## src/rtl/bnn_mlp_pkg.sv

```systemverilog
// Shared types and elaboration helpers for the time-multiplexed binarized MLP layer.
package bnn_mlp_pkg;

    typedef enum logic [2:0] {
        IDLE,
        REQ,
        WAIT,
        CMP,
        DONE
    } state_t;

    localparam int MAX_CHUNK = 256;

    function automatic int thr_width(input int input_size);
        return $clog2(input_size + 1);
    endfunction

    function automatic int nchunk(input int input_size, input int chunk);
        return (input_size + chunk - 1) / chunk;
    endfunction

    // Ones for the bit positions of the final chunk that map onto real input bits.
    function automatic logic [MAX_CHUNK-1:0] last_chunk_mask(input int input_size, input int chunk);
        logic [MAX_CHUNK-1:0] m;
        int rem;
        rem = input_size - (nchunk(input_size, chunk) - 1) * chunk;
        m = '0;
        for (int k = 0; k < MAX_CHUNK; k++) begin
            m[k] = (k < rem);
        end
        return m;
    endfunction

endpackage

```

## src/rtl/bnn_xnor_popcount.sv

```systemverilog
// Combinational CHUNK-wide masked XNOR popcount: counts positions where a and b agree under mask.
module bnn_xnor_popcount #(
    parameter int CHUNK = 32
) (
    input  logic [CHUNK-1:0]             a,
    input  logic [CHUNK-1:0]             b,
    input  logic [CHUNK-1:0]             mask,
    output logic [$clog2(CHUNK+1)-1:0]   count
);
    localparam int CW = $clog2(CHUNK + 1);

    logic [CHUNK-1:0] match;

    always_comb begin
        match = ~(a ^ b) & mask;
        count = '0;
        for (int k = 0; k < CHUNK; k++) begin
            count = count + CW'(match[k]);
        end
    end

endmodule

```

## src/rtl/mlp_layer_seq.sv

```systemverilog
// Sequential binarized MLP layer: one XNOR-popcount unit shared by all neurons, weights streamed per chunk.
// Optional debug/argmax score ports are enabled by defining MLP_SEQ_SCORE_EN.
module mlp_layer_seq
    import bnn_mlp_pkg::*;
#(
    parameter int  INPUT_SIZE      = 288,
    parameter int  OUTPUT_SIZE     = 8,
    parameter int  CHUNK           = 32,
    localparam int THRESHOLD_WIDTH = thr_width(INPUT_SIZE),
    localparam int NCHUNK          = nchunk(INPUT_SIZE, CHUNK),
    localparam int AW              = $clog2(OUTPUT_SIZE * NCHUNK)
) (
    input  logic                                   clk,
    input  logic                                   rst,
    input  logic                                   start,
    input  logic [INPUT_SIZE-1:0]                  in_vec,
    input  logic [OUTPUT_SIZE*THRESHOLD_WIDTH-1:0] threshold,
    output logic                                   w_req,
    output logic [AW-1:0]                          w_addr,
    input  logic                                   w_valid,
    input  logic [CHUNK-1:0]                       w_data,
    output logic                                   busy,
    output logic                                   done,
    output logic [OUTPUT_SIZE-1:0]                 out
`ifdef MLP_SEQ_SCORE_EN
    ,
    output logic                                   score_valid,
    output logic [$clog2(OUTPUT_SIZE)-1:0]         score_idx,
    output logic [THRESHOLD_WIDTH-1:0]             score
`endif
);
    localparam int CW   = $clog2(CHUNK + 1);
    localparam int CHW  = (NCHUNK > 1) ? $clog2(NCHUNK) : 1;
    localparam int NW   = (OUTPUT_SIZE > 1) ? $clog2(OUTPUT_SIZE) : 1;
    localparam int PADW = NCHUNK * CHUNK;
    localparam logic [MAX_CHUNK-1:0] LAST_FULL = last_chunk_mask(INPUT_SIZE, CHUNK);
    localparam logic [CHUNK-1:0]     LAST_MASK = LAST_FULL[CHUNK-1:0];

    state_t                     state, state_next;
    logic [CHW-1:0]             chunk_cnt;
    logic [NW-1:0]              neuron_cnt;
    logic [THRESHOLD_WIDTH-1:0] acc;
    logic [THRESHOLD_WIDTH-1:0] thr_cur;
    logic [AW-1:0]              addr;
    logic [PADW-1:0]            in_reg;
    logic [OUTPUT_SIZE-1:0]     shadow;
    logic [CHUNK-1:0]           in_chunk;
    logic [CHUNK-1:0]           mask;
    logic [CW-1:0]              chunk_count;
    logic                       last_chunk;
    logic                       last_neuron;

    assign last_chunk  = (chunk_cnt == CHW'(NCHUNK - 1));
    assign last_neuron = (neuron_cnt == NW'(OUTPUT_SIZE - 1));
    assign in_chunk    = in_reg[int'(chunk_cnt)*CHUNK +: CHUNK];
    assign mask        = last_chunk ? LAST_MASK : '1;
    assign thr_cur     = threshold[int'(neuron_cnt)*THRESHOLD_WIDTH +: THRESHOLD_WIDTH];

    // Requests are issued neuron-major, chunk-minor, so a linear counter equals neuron*NCHUNK+chunk.
    assign w_addr = addr;
    assign busy   = (state != IDLE) || done;

    bnn_xnor_popcount #(
        .CHUNK (CHUNK)
    ) u_popcount (
        .a     (w_data),
        .b     (in_chunk),
        .mask  (mask),
        .count (chunk_count)
    );

    always_ff @(posedge clk or posedge rst) begin
        if (rst) begin
            state <= IDLE;
        end else begin
            state <= state_next;
        end
    end

    always_comb begin
        state_next = state;
        w_req      = 1'b0;
        unique case (state)
            IDLE: if (start) state_next = REQ;
            REQ: begin
                w_req      = 1'b1;
                state_next = WAIT;
            end
            WAIT: if (w_valid) state_next = last_chunk ? CMP : REQ;
            CMP:  state_next = last_neuron ? DONE : REQ;
            DONE: state_next = IDLE;
            default: state_next = IDLE;
        endcase
    end

    always_ff @(posedge clk or posedge rst) begin
        if (rst) begin
            chunk_cnt  <= '0;
            neuron_cnt <= '0;
            acc        <= '0;
            addr       <= '0;
            out        <= '0;
            done       <= 1'b0;
        end else begin
            done <= 1'b0;
            case (state)
                IDLE: if (start) begin
                    chunk_cnt  <= '0;
                    neuron_cnt <= '0;
                    acc        <= '0;
                    addr       <= '0;
                end
                WAIT: if (w_valid) begin
                    // acc never exceeds INPUT_SIZE, so THRESHOLD_WIDTH bits cannot overflow.
                    acc  <= acc + THRESHOLD_WIDTH'(chunk_count);
                    addr <= addr + AW'(1);
                    if (!last_chunk) chunk_cnt <= chunk_cnt + CHW'(1);
                end
                CMP: begin
                    acc       <= '0;
                    chunk_cnt <= '0;
                    if (!last_neuron) neuron_cnt <= neuron_cnt + NW'(1);
                end
                DONE: begin
                    out  <= shadow;
                    done <= 1'b1;
                end
                default: ;
            endcase
        end
    end

    // Activation latch and per-neuron result shadow are pure data; out is only loaded from shadow in DONE.
    always_ff @(posedge clk) begin
        if (state == IDLE && start) in_reg <= PADW'(in_vec);
        if (state == CMP) shadow[neuron_cnt] <= (acc >= thr_cur);
    end

`ifdef MLP_SEQ_SCORE_EN
    assign score_valid = (state == CMP);
    assign score_idx   = neuron_cnt;
    assign score       = acc;
`endif

endmodule
```

## config.mk

```make
export PLATFORM = sky130hd
export DESIGN_NAME = mlp_layer_seq
export DESIGN_NICKNAME = d
export VERILOG_FILES = /design/src/rtl/bnn_mlp_pkg.sv /design/src/rtl/bnn_xnor_popcount.sv /design/src/rtl/mlp_layer_seq.sv
export SDC_FILE = /design/constraint.sdc
export NUM_CORES = 1
export LEC_CHECK = 0
export CORE_MARGIN = 4
export CORE_UTILIZATION = 35
export CTS_BUF_LIST = sky130_fd_sc_hd__clkbuf_16
export CTS_CLUSTER_SIZE = 25
export DETAILED_ROUTE_END_ITERATION = 12
export GPL_TIMING_DRIVEN = 0
export PLACE_DENSITY = 0.71
export SLEW_MARGIN = 10
export SYNTH_ARGS = -nofsm -noshare
export SYNTH_HDL_FRONTEND = slang
export SYNTH_SLANG_ARGS = --single-unit
```

## constraint.sdc

```tcl
create_clock -name clk -period 21.2 [get_ports clk]
set_clock_uncertainty 0.1 [all_clocks]
set_input_delay 4.24 -clock clk [delete_from_list [all_inputs] [get_ports clk]]
set_output_delay 4.24 -clock clk [all_outputs]
set_load 0.02 [all_outputs]
```

==> results.md, run 1 <==
- Worst path cell trace: clkdlybuf4s50_1, xor2_1, ha_1, inv_1, fa_1, fa_1, fa_1, fa_1, fa_1, inv_1, fa_1, fa_1, inv_1, fa_1, inv_1, a21o_1, a21oi_1, xnor2_1, ha_1, o21ai_0, a21oi_1, o311ai_0, or4_1, o21ai_0
- Number of vias per cell: 4.914
- Die ar.: 46130 um^2
- WP data arrival: 11.23 ns
- Inserted Clock Buffers: 37
- Setup violators final: 0
- Minimum clock period: 10.88 ns
- Final GP Congestion: 0.8527
- Fill count: 3533
- Setup Total Neg Slack: 0 ns
- Measured slew at the worst slew-check pin: 0.9048 ns
- WL met3: 2.982 mm
- Main synth FF type: edfxtp_1
- TritonCTS Sinks: 331
- GRT Overall Usage: 18.14%
- Grt total ovfl: 0
- DRT Pass-1 Iters: 4
- Max reg flops: 288
- CP most frequent cell: fa_1
- Syn Inst Count: 903
- Share of cells above drive strength 1: 18.69%
- Die height: 214.8 um
- Req. time, crit path: 21.55 ns
- Netlist cell types: 52
- Boundary pin count: 414
- DRT met1 WL: 16.62 mm
- Pin count of the biggest net entering global routing: 36
- Drt initial violations: 431
- Yosys reg bits: 331
- Final hold vios: 0
- Nets: 1827
- Synthesis Warnings: 0
- First-pass GRT wire length: 63.20 mm
- Top cell type's share of synthesized area: 59.39%
- H-tree depth: 2
- Storage cell area: 9764 um^2
- HPWL Detailed: 33.18 mm
- CP max-delay cell: fa_1
- Crit Path Max Fanout: 4
- DRT Wirelength: 42.60 mm
- Hold Path Class: flop to flop
- Final instance area: 21250 um^2
- Status: finished, final reports clean
- # DRC: 0
- RSZ-0062 raised after global routing: false
- Initial Util: 35.52%
- Number of cell rows: 75
- Most frequent cells in the layout: 413 x clkdlybuf4s50_1, 296 x edfxtp_1, 74 x mux2_2, 51 x inv_1
- Core box area: 42130 um^2
- Avg Cell Area, Syn: 16.57 um^2
- Fin crit share: 51.31%
- Number of global-route vias before repair: 10660
- TritonCTS clock tree: yes
- Top Layer Used: met5
- Slowest stage delay, CP: 0.55 ns
- Max Fclk: 0.09193 GHz
- Max-cap violations: 0
- Worst setup EP type: flop
- Routed vias: 9563
- Top area cells in the synthesized netlist: edfxtp_1 59%, mux4_2 7.5%, dfrtp_1 5.9%
- Largest area contributor in the netlist: edfxtp_1
- Wire length per cell: 21.89 um
- Area delta synth->final: 41.95%
- Ys async rst share: 10.57%
- Cells resized by post-CTS repair: 0
- Die X: 214.8 um
- Crit-path leading delay family: adder cells
- CTS Root Cell: clkbuf_16
- Synthesized Nets: 1352
- CTS max path bufs: 3
- Post-layout util: 50.42%
- Final max-slew violation count: 0
- PortBufs: 413
- Antenna Nets Post-Route: 0
- Crit path buf inv count: 5
- Synth Cell Area: 14970 um^2
- Post-CTS setup buffers: 0
- CTS hold repair buffers: 0
- Relative slew slack: 39.43%
- Met2 wire len: 21.84 mm
- Worst skew pair latency: 0.54 ns
- Area of the multi-input gates: 4808 um^2
- Placed Instance Area: 20060 um^2
- Most common cell after layout, fill and taps aside: clkdlybuf4s50_1
- Number of flops mapped to enable cells by yosys: 296
- CTS clk-pin slew, worst paths: 0.06 ns
- Crit Path Class: input pin to flop
- Initial antenna violation count: 9
- Seq/Total Area, Yosys: 65.24%
- Critical Path Source Type: input pin
==> cell type report <==
cell class                      count  share of cell area [%]
Sequential cell                   331                   45.96
Multi-Input combinational cell    485                   22.63
Timing Repair Buffer              436                   20.77
Clock buffer                       39                   4.594
Tap cell                          539                   3.174
Buffer                             44                   1.137
Clock inverter                     24                  0.9187
Inverter                           43                  0.7597
Antenna cell                        5                 0.05889
==> metrics by stage <==
stage	instances	hold WS [ns]	setup WS, ns
global placement	1855	0.3601	3.107
finish	1946	0.3728	10.32
floorplan	903	0.3538	7.021
detailed placement	1878	0.3645	9.755
global route	1945	0.3941	10.06
CTS	1941	0.3773	10.30
==> synthesized netlist by cell type (2+ instances only) <==
| cell type | count |
|---|---|
| or4_1 | 3 |
| o21ai_0 | 14 |
| fa_1 | 25 |
| xor2_1 | 20 |
| nor2_1 | 50 |
| nor2b_1 | 3 |
| nand3b_1 | 2 |
| buf_1 | 5 |
| mux2_2 | 74 |
| inv_1 | 43 |
| edfxtp_1 | 296 |
| a211oi_1 | 4 |
| xnor2_1 | 20 |
| nand2b_1 | 8 |
| mux4_2 | 50 |
| a21o_1 | 4 |
| nor3_1 | 35 |
| or3_1 | 5 |
| mux2i_1 | 10 |
| o21a_1 | 3 |
| a21oi_1 | 15 |
| a21oi_2 | 29 |
| o22ai_1 | 33 |
| ha_1 | 28 |
| buf_6 | 6 |
| a22o_1 | 3 |
| dfrtp_1 | 35 |
| nand3_1 | 3 |
| clkbuf_1 | 14 |
| buf_2 | 16 |
| o41ai_1 | 3 |
| nand2_1 | 19 |
| and2_1 | 2 |
| buf_4 | 3 |
| o31ai_1 | 3 |
==> per-layer routing <==
layer	vias to the layer above	global-route usage, %
met3	68	5.325
li1	4429	-
met4	10	5.792
met1	4708	20.83
met2	348	32.60
met5	-	0
==> cells by family after synthesis <==
logic type,count (synthesis),synth area share [%]
DFF,331,65.24
and+or+nand+nor,139,4.723
muxes,135,13.84
AOI/OAI and AO/OA,118,5.484
buffers and inverters,87,2.692
adders and majority gates,53,5.685
xor gates and xnor gates,40,2.341
==> worst paths after layout <==
path / from / endpoint / slack (ns) / cells past startpoint
max: w_data[1] / acc[8] / 10.32 / 24
min: shadow[3] / out[3] / 0.37 / 1
max reg2reg: chunk_cnt[1] / acc[8] / 12.49 / 29
min reg2reg: shadow[3] / out[3] / 0.37 / 1
max in group asynchronous: rst / acc[4] / 16.44 / 2
min in group asynchronous: rst / w_addr[5] / 4.07 / 2
Power of run 1 is not shown: default switching activity piles up to over one toggle a cycle in this logic, so the estimate is an artifact.
==> run 2: changes to the inputs <==
PLACE_DENSITY = 0.74   (was 0.71)
clock period = 9.5 ns   (was 21.2 ns; I/O delays follow)
==> run 2 against run 1 <==
Wire length grew 0.17%. First-iteration DRC count grew 8.1%. Via count is 0.12% lower. Worst setup slack got worse by 9.4 ns. Flip-flop and latch count is the same. Register-to-register slack got worse by 12 ns. Utilization rose by 0.089 points.
==> results.md, run 2 (synthesis results as in run 1) <==
- Status: finished, final reports clean
- CP most frequent cell: fa_1
- Measured slew at the worst slew-check pin: 0.7852 ns
- Number of global-route vias before repair: 10620
- Met1 Use GR: 21.13%
- Die height: 214.8 um
- Final GP Congestion: 0.9044
- CTS hold repair buffers: 0
- Drt initial violations: 466
- Fin crit share: 90.60%
- Cells resized by post-CTS repair: 0
- Critical hold path startpoint: shadow[7]
- CTS max path bufs: 3
- Hold Path Class: flop to flop
- Die X: 214.8 um
- # DRC: 0
- Reg-to-Reg Start: chunk_cnt[2]
- Wire length per cell: 21.88 um
- TritonCTS clock tree: yes
- Most common cell after layout, fill and taps aside: clkdlybuf4s50_1
- Max-cap violations: 0
- Slowest stage delay, CP: 0.55 ns
- Grt total ovfl: 0
- Boundary pin count: 414
- Routed vias: 9552
- DRT Pass-1 Iters: 4
- Req. time, crit path: 9.85 ns
- Minimum clock period: 8.607 ns
- Die ar.: 46130 um^2
- Area delta synth->final: 42.20%
- Setup Total Neg Slack: 0 ns
- Crit Path Max Fanout: 10
- Worst setup path start: chunk_cnt[2]
- TritonCTS Sinks: 331
- Number of vias per cell: 4.898
- Core box area: 42130 um^2
- RSZ-0062 raised after global routing: false
- Worst skew pair latency: 0.55 ns
- Hold path endpoint: out[7]
- R2R Setup Slk: 0.89 ns
- HPWL Detailed: 33.29 mm
- Initial antenna violation count: 8
- Grt met2 use: 32.48%
- Max reg flops: 288
- R2r endpoint: acc[8]
- Post-CTS setup buffers: 0
- Inserted Clock Buffers: 37
- Antenna Nets Post-Route: 0
- Setup violators final: 0
- Final hold vios: 0
- Most frequent cells in the layout: 413 x clkdlybuf4s50_1, 296 x edfxtp_1, 74 x mux2_2, 50 x nor2_1, 50 x mux4_2
- PortBufs: 413
- CP max-delay cell: fa_1
- Pin count of the biggest net entering global routing: 36
- Max Fclk: 0.1162 GHz
- Relative slew slack: 47.58%
- GRT Overall Usage: 18.22%
- Number of cell rows: 75
- Initial Util: 35.52%
- DRT Wirelength: 42.67 mm
- Nets: 1827
- CTS Root Cell: clkbuf_16
- Share of cells above drive strength 1: 18.51%
- First-pass GRT wire length: 63.58 mm
- Grt met3 use: 4.831%
- Crit Path Class: flop to flop
- WP data arrival: 8.95 ns
- H-tree depth: 2
- Most Crowded Layer GR: met2
- Hold path depth: 1
- CTS clk-pin slew, worst paths: 0.06 ns
- Reg2Reg Depth: 29
- Worst setup EP type: flop
- Critical Path Source Type: flop
- Final max-slew violation count: 0
==> run 2: cell count changes in the layout (fill, tap and decap cells not counted), sizes merged <==
cell and delta:
diode +1, inv -4, clkinvlp -1, clkinv +7, bufinv +1
==> run 2: critical path: cells and delay by family, from the launching register on <==
kind | cells | cell delay, ns
and+or+nand+nor | 3 | 0.98
adders and majority gates | 10 | 4.52
xor gates and xnor gates | 2 | 0.30
AOI/OAI and AO/OA | 8 | 1.18
buffers and inverters | 6 | 1.02
DFF | 1 | 0.42
==> run 2: layer usage <==
layer  up-vias  wire length, um
met5         -               34
met4         4             1340
met3        74             2912
met2       349            21940
met1      4688            16450
li1       4437                -
==> run 2: area by class of cell <==
type / instances / area (um^2)
antenna: 6 / 15.01
timing repair buffer: 436 / 4419
clock buffer: 39 / 975.9
fill: 3516 / 20850
tap: 539 / 674.4
buffer: 44 / 241.5
inverter: 43 / 161.4
sequential: 331 / 9764
clock inverter: 27 / 222.7
multi-input combinational: 485 / 4808
==> run 2: per-stage QoR <==
step | hold WS (ns) | setup slack (ns) | std cells | utilization [%] | cell area [um^2]
CTS | 0.3769 | 0.7592 | 1944 | 50.48 | 21270
floorplan | 0.3538 | -2.268 | 903 | - | 14980
detailed placement | 0.3647 | 0.4735 | 1878 | 47.63 | 20070
global placement | 0.3590 | -6.018 | 1855 | 46.95 | 19780
finish | 0.3740 | 0.8934 | 1950 | 50.51 | 21280
global route | 0.4008 | 0.3253 | 1949 | 50.51 | 21280
==> run 2: worst max-delay path by stage <==
stage	cells after the start	endpoint	slack [ns]
final	29	acc[8]	0.89
after CTS	28	acc[8]	0.76
after detailed placement	24	acc[8]	0.47
after global routing	28	acc[8]	0.33
after global placement	2	in_reg[121]	-6.02
after floorplan	3	w_addr[6]	-2.27
Power of run 2 is left out for the same reason.
==> run 3: changes to the inputs <==
GPL_ROUTABILITY_DRIVEN = 0   (was default)
GPL_TIMING_DRIVEN = default   (was 0)
==> run 3 against run 2 <==
Flip-flop and latch count is the same. Fmax grew 2.3%. Design area shrank 1.9%. Global-route usage shrank 0.69 points. Worst hold slack lost 0.0049 ns. Die area is the same. Non-clock buffer count shrank 47. Register-to-register slack gained 0.20 ns. Critical path depth shrank 1. Via count shrank 1.8%.
==> results.md, run 3 (synthesis results as in run 1) <==
- Relative slew slack: 29.60%
- DRT Pass-1 Iters: 4
- WP data arrival: 8.76 ns
- Drt initial violations: 493
- Setup violators final: 0
- Hold Path Class: flop to flop
- Most frequent cells in the layout: 413 x clkdlybuf4s50_1, 296 x edfxtp_1, 74 x mux2_2
- H-tree depth: 2
- Max reg flops: 288
- Status: finished, final reports clean
- TritonCTS Sinks: 331
- Max Fclk: 0.1189 GHz
- Pin count of the biggest net entering global routing: 148
- Critical Path Source Type: flop
- HPWL Detailed: 30.89 mm
- Post-CTS setup buffers: 0
- Die ar.: 46130 um^2
- TritonCTS clock tree: yes
- Inserted Clock Buffers: 37
- Fin crit share: 88.53%
- Crit Path Class: flop to flop
- Final max-slew violation count: 0
- Worst skew pair latency: 0.54 ns
- Number of global-route vias before repair: 10530
- CP max-delay cell: dfrtp_4
- Crit Path Max Fanout: 42
- Routed vias: 9383
- Boundary pin count: 414
- Fill count: 3526
- Core box area: 42130 um^2
- RSZ-0062 raised after global routing: false
- First-pass GRT wire length: 61.70 mm
- Die height: 214.8 um
- Req. time, crit path: 9.84 ns
- CTS hold repair buffers: 0
- Worst setup EP type: flop
- DRT Wirelength: 41.14 mm
- Cells resized by post-CTS repair: 0
- Initial Util: 35.52%
- Die X: 214.8 um
- Number of cell rows: 75
- PortBufs: 413
- Final hold vios: 0
- # DRC: 0
- Minimum clock period: 8.411 ns
- Grt total ovfl: 0
- CTS max path bufs: 3
- Share of cells above drive strength 1: 17.48%
- Slowest stage delay, CP: 0.92 ns
- Initial antenna violation count: 8
- Number of vias per cell: 4.933
- CP most frequent cell: fa_1
- Area delta synth->final: 39.47%
- GRT Overall Usage: 17.53%
- CTS clk-pin slew, worst paths: 0.06 ns
- Most common cell after layout, fill and taps aside: clkdlybuf4s50_1
- Min Hold Slack: 0.3690 ns
- Antenna Nets Post-Route: 0
- Nets: 1780
- CTS Root Cell: clkbuf_16
- Wire length per cell: 21.63 um
- R2R Setup Slk: 1.09 ns
- Max-cap violations: 0
- Measured slew at the worst slew-check pin: 1.056 ns
-- run 3: changes by cell type in the layout (fill, tap and decap cells not counted), moves of 4 or more --
cell | previous run | this run
buf_6 | 22 | 0
buf_2 | 16 | 0
clkbuf_1 | 14 | 0
buf_8 | 7 | 0
dfrtp_1 | 35 | 31
buf_4 | 3 | 19
buf_1 | 5 | 0
-- run 3: final cells by class --
type	count	area [um^2]	share of cell area [%]
multi-input cells	485	4813	23.06
clock inverters	27	214.0	1.025
diodes	7	17.52	0.08391
well taps	539	674.4	3.231
flip-flops and latches	331	9772	46.81
repair buffers	433	4297	20.58
inverters	43	161.4	0.7732
clock buffers	37	925.9	4.435
-- run 3: final timing paths --
kind                         startpoint  cells past startpoint           end
setup / recovery           chunk_cnt[0]                     28        acc[8]
hold / removal                shadow[7]                      1        out[7]
setup reg to reg           chunk_cnt[0]                     28        acc[8]
hold reg to reg               shadow[7]                      1        out[7]
max in group asynchronous           rst                      3  chunk_cnt[0]
min in group asynchronous           rst                      3     w_addr[6]
-- run 3: stage by stage --
stage | setup WS, ns | instance area [um^2] | TNS, ns | utilization [%] | instances
after floorplan | -2.268 | 14980 | -656.22 | - | 903
after global routing | 0.5595 | 20870 | 0 | 49.54 | 1901
final | 1.089 | 20880 | 0 | 49.54 | 1902
after CTS | 1.010 | 20860 | 0 | 49.50 | 1895
after detailed placement | 0.6117 | 19720 | 0 | 46.80 | 1831
after global placement | 0.7235 | 19720 | 0 | 46.80 | 1831
-- run 3: layer usage --
metal  share of wire (%)  track usage [%]  up-vias
met2                  50            30.37      335
met3                 7.2            5.395       80
met5               0.032                0        -
li1                    -                -     4337
met4                 3.3            6.311        2
met1                  39            20.66     4629
-- run 3: critical path: cells and delay by family (launching register included) --
family | cells | cell delay, ns
buf+inv | 6 | 0.70
xor+xnor | 2 | 0.28
flops | 1 | 0.92
fa+ha+maj | 9 | 4.10
simple gates | 3 | 0.58
compound gates | 7 | 1.04
mux | 1 | 0.55
Power of run 3 is left out for the same reason.
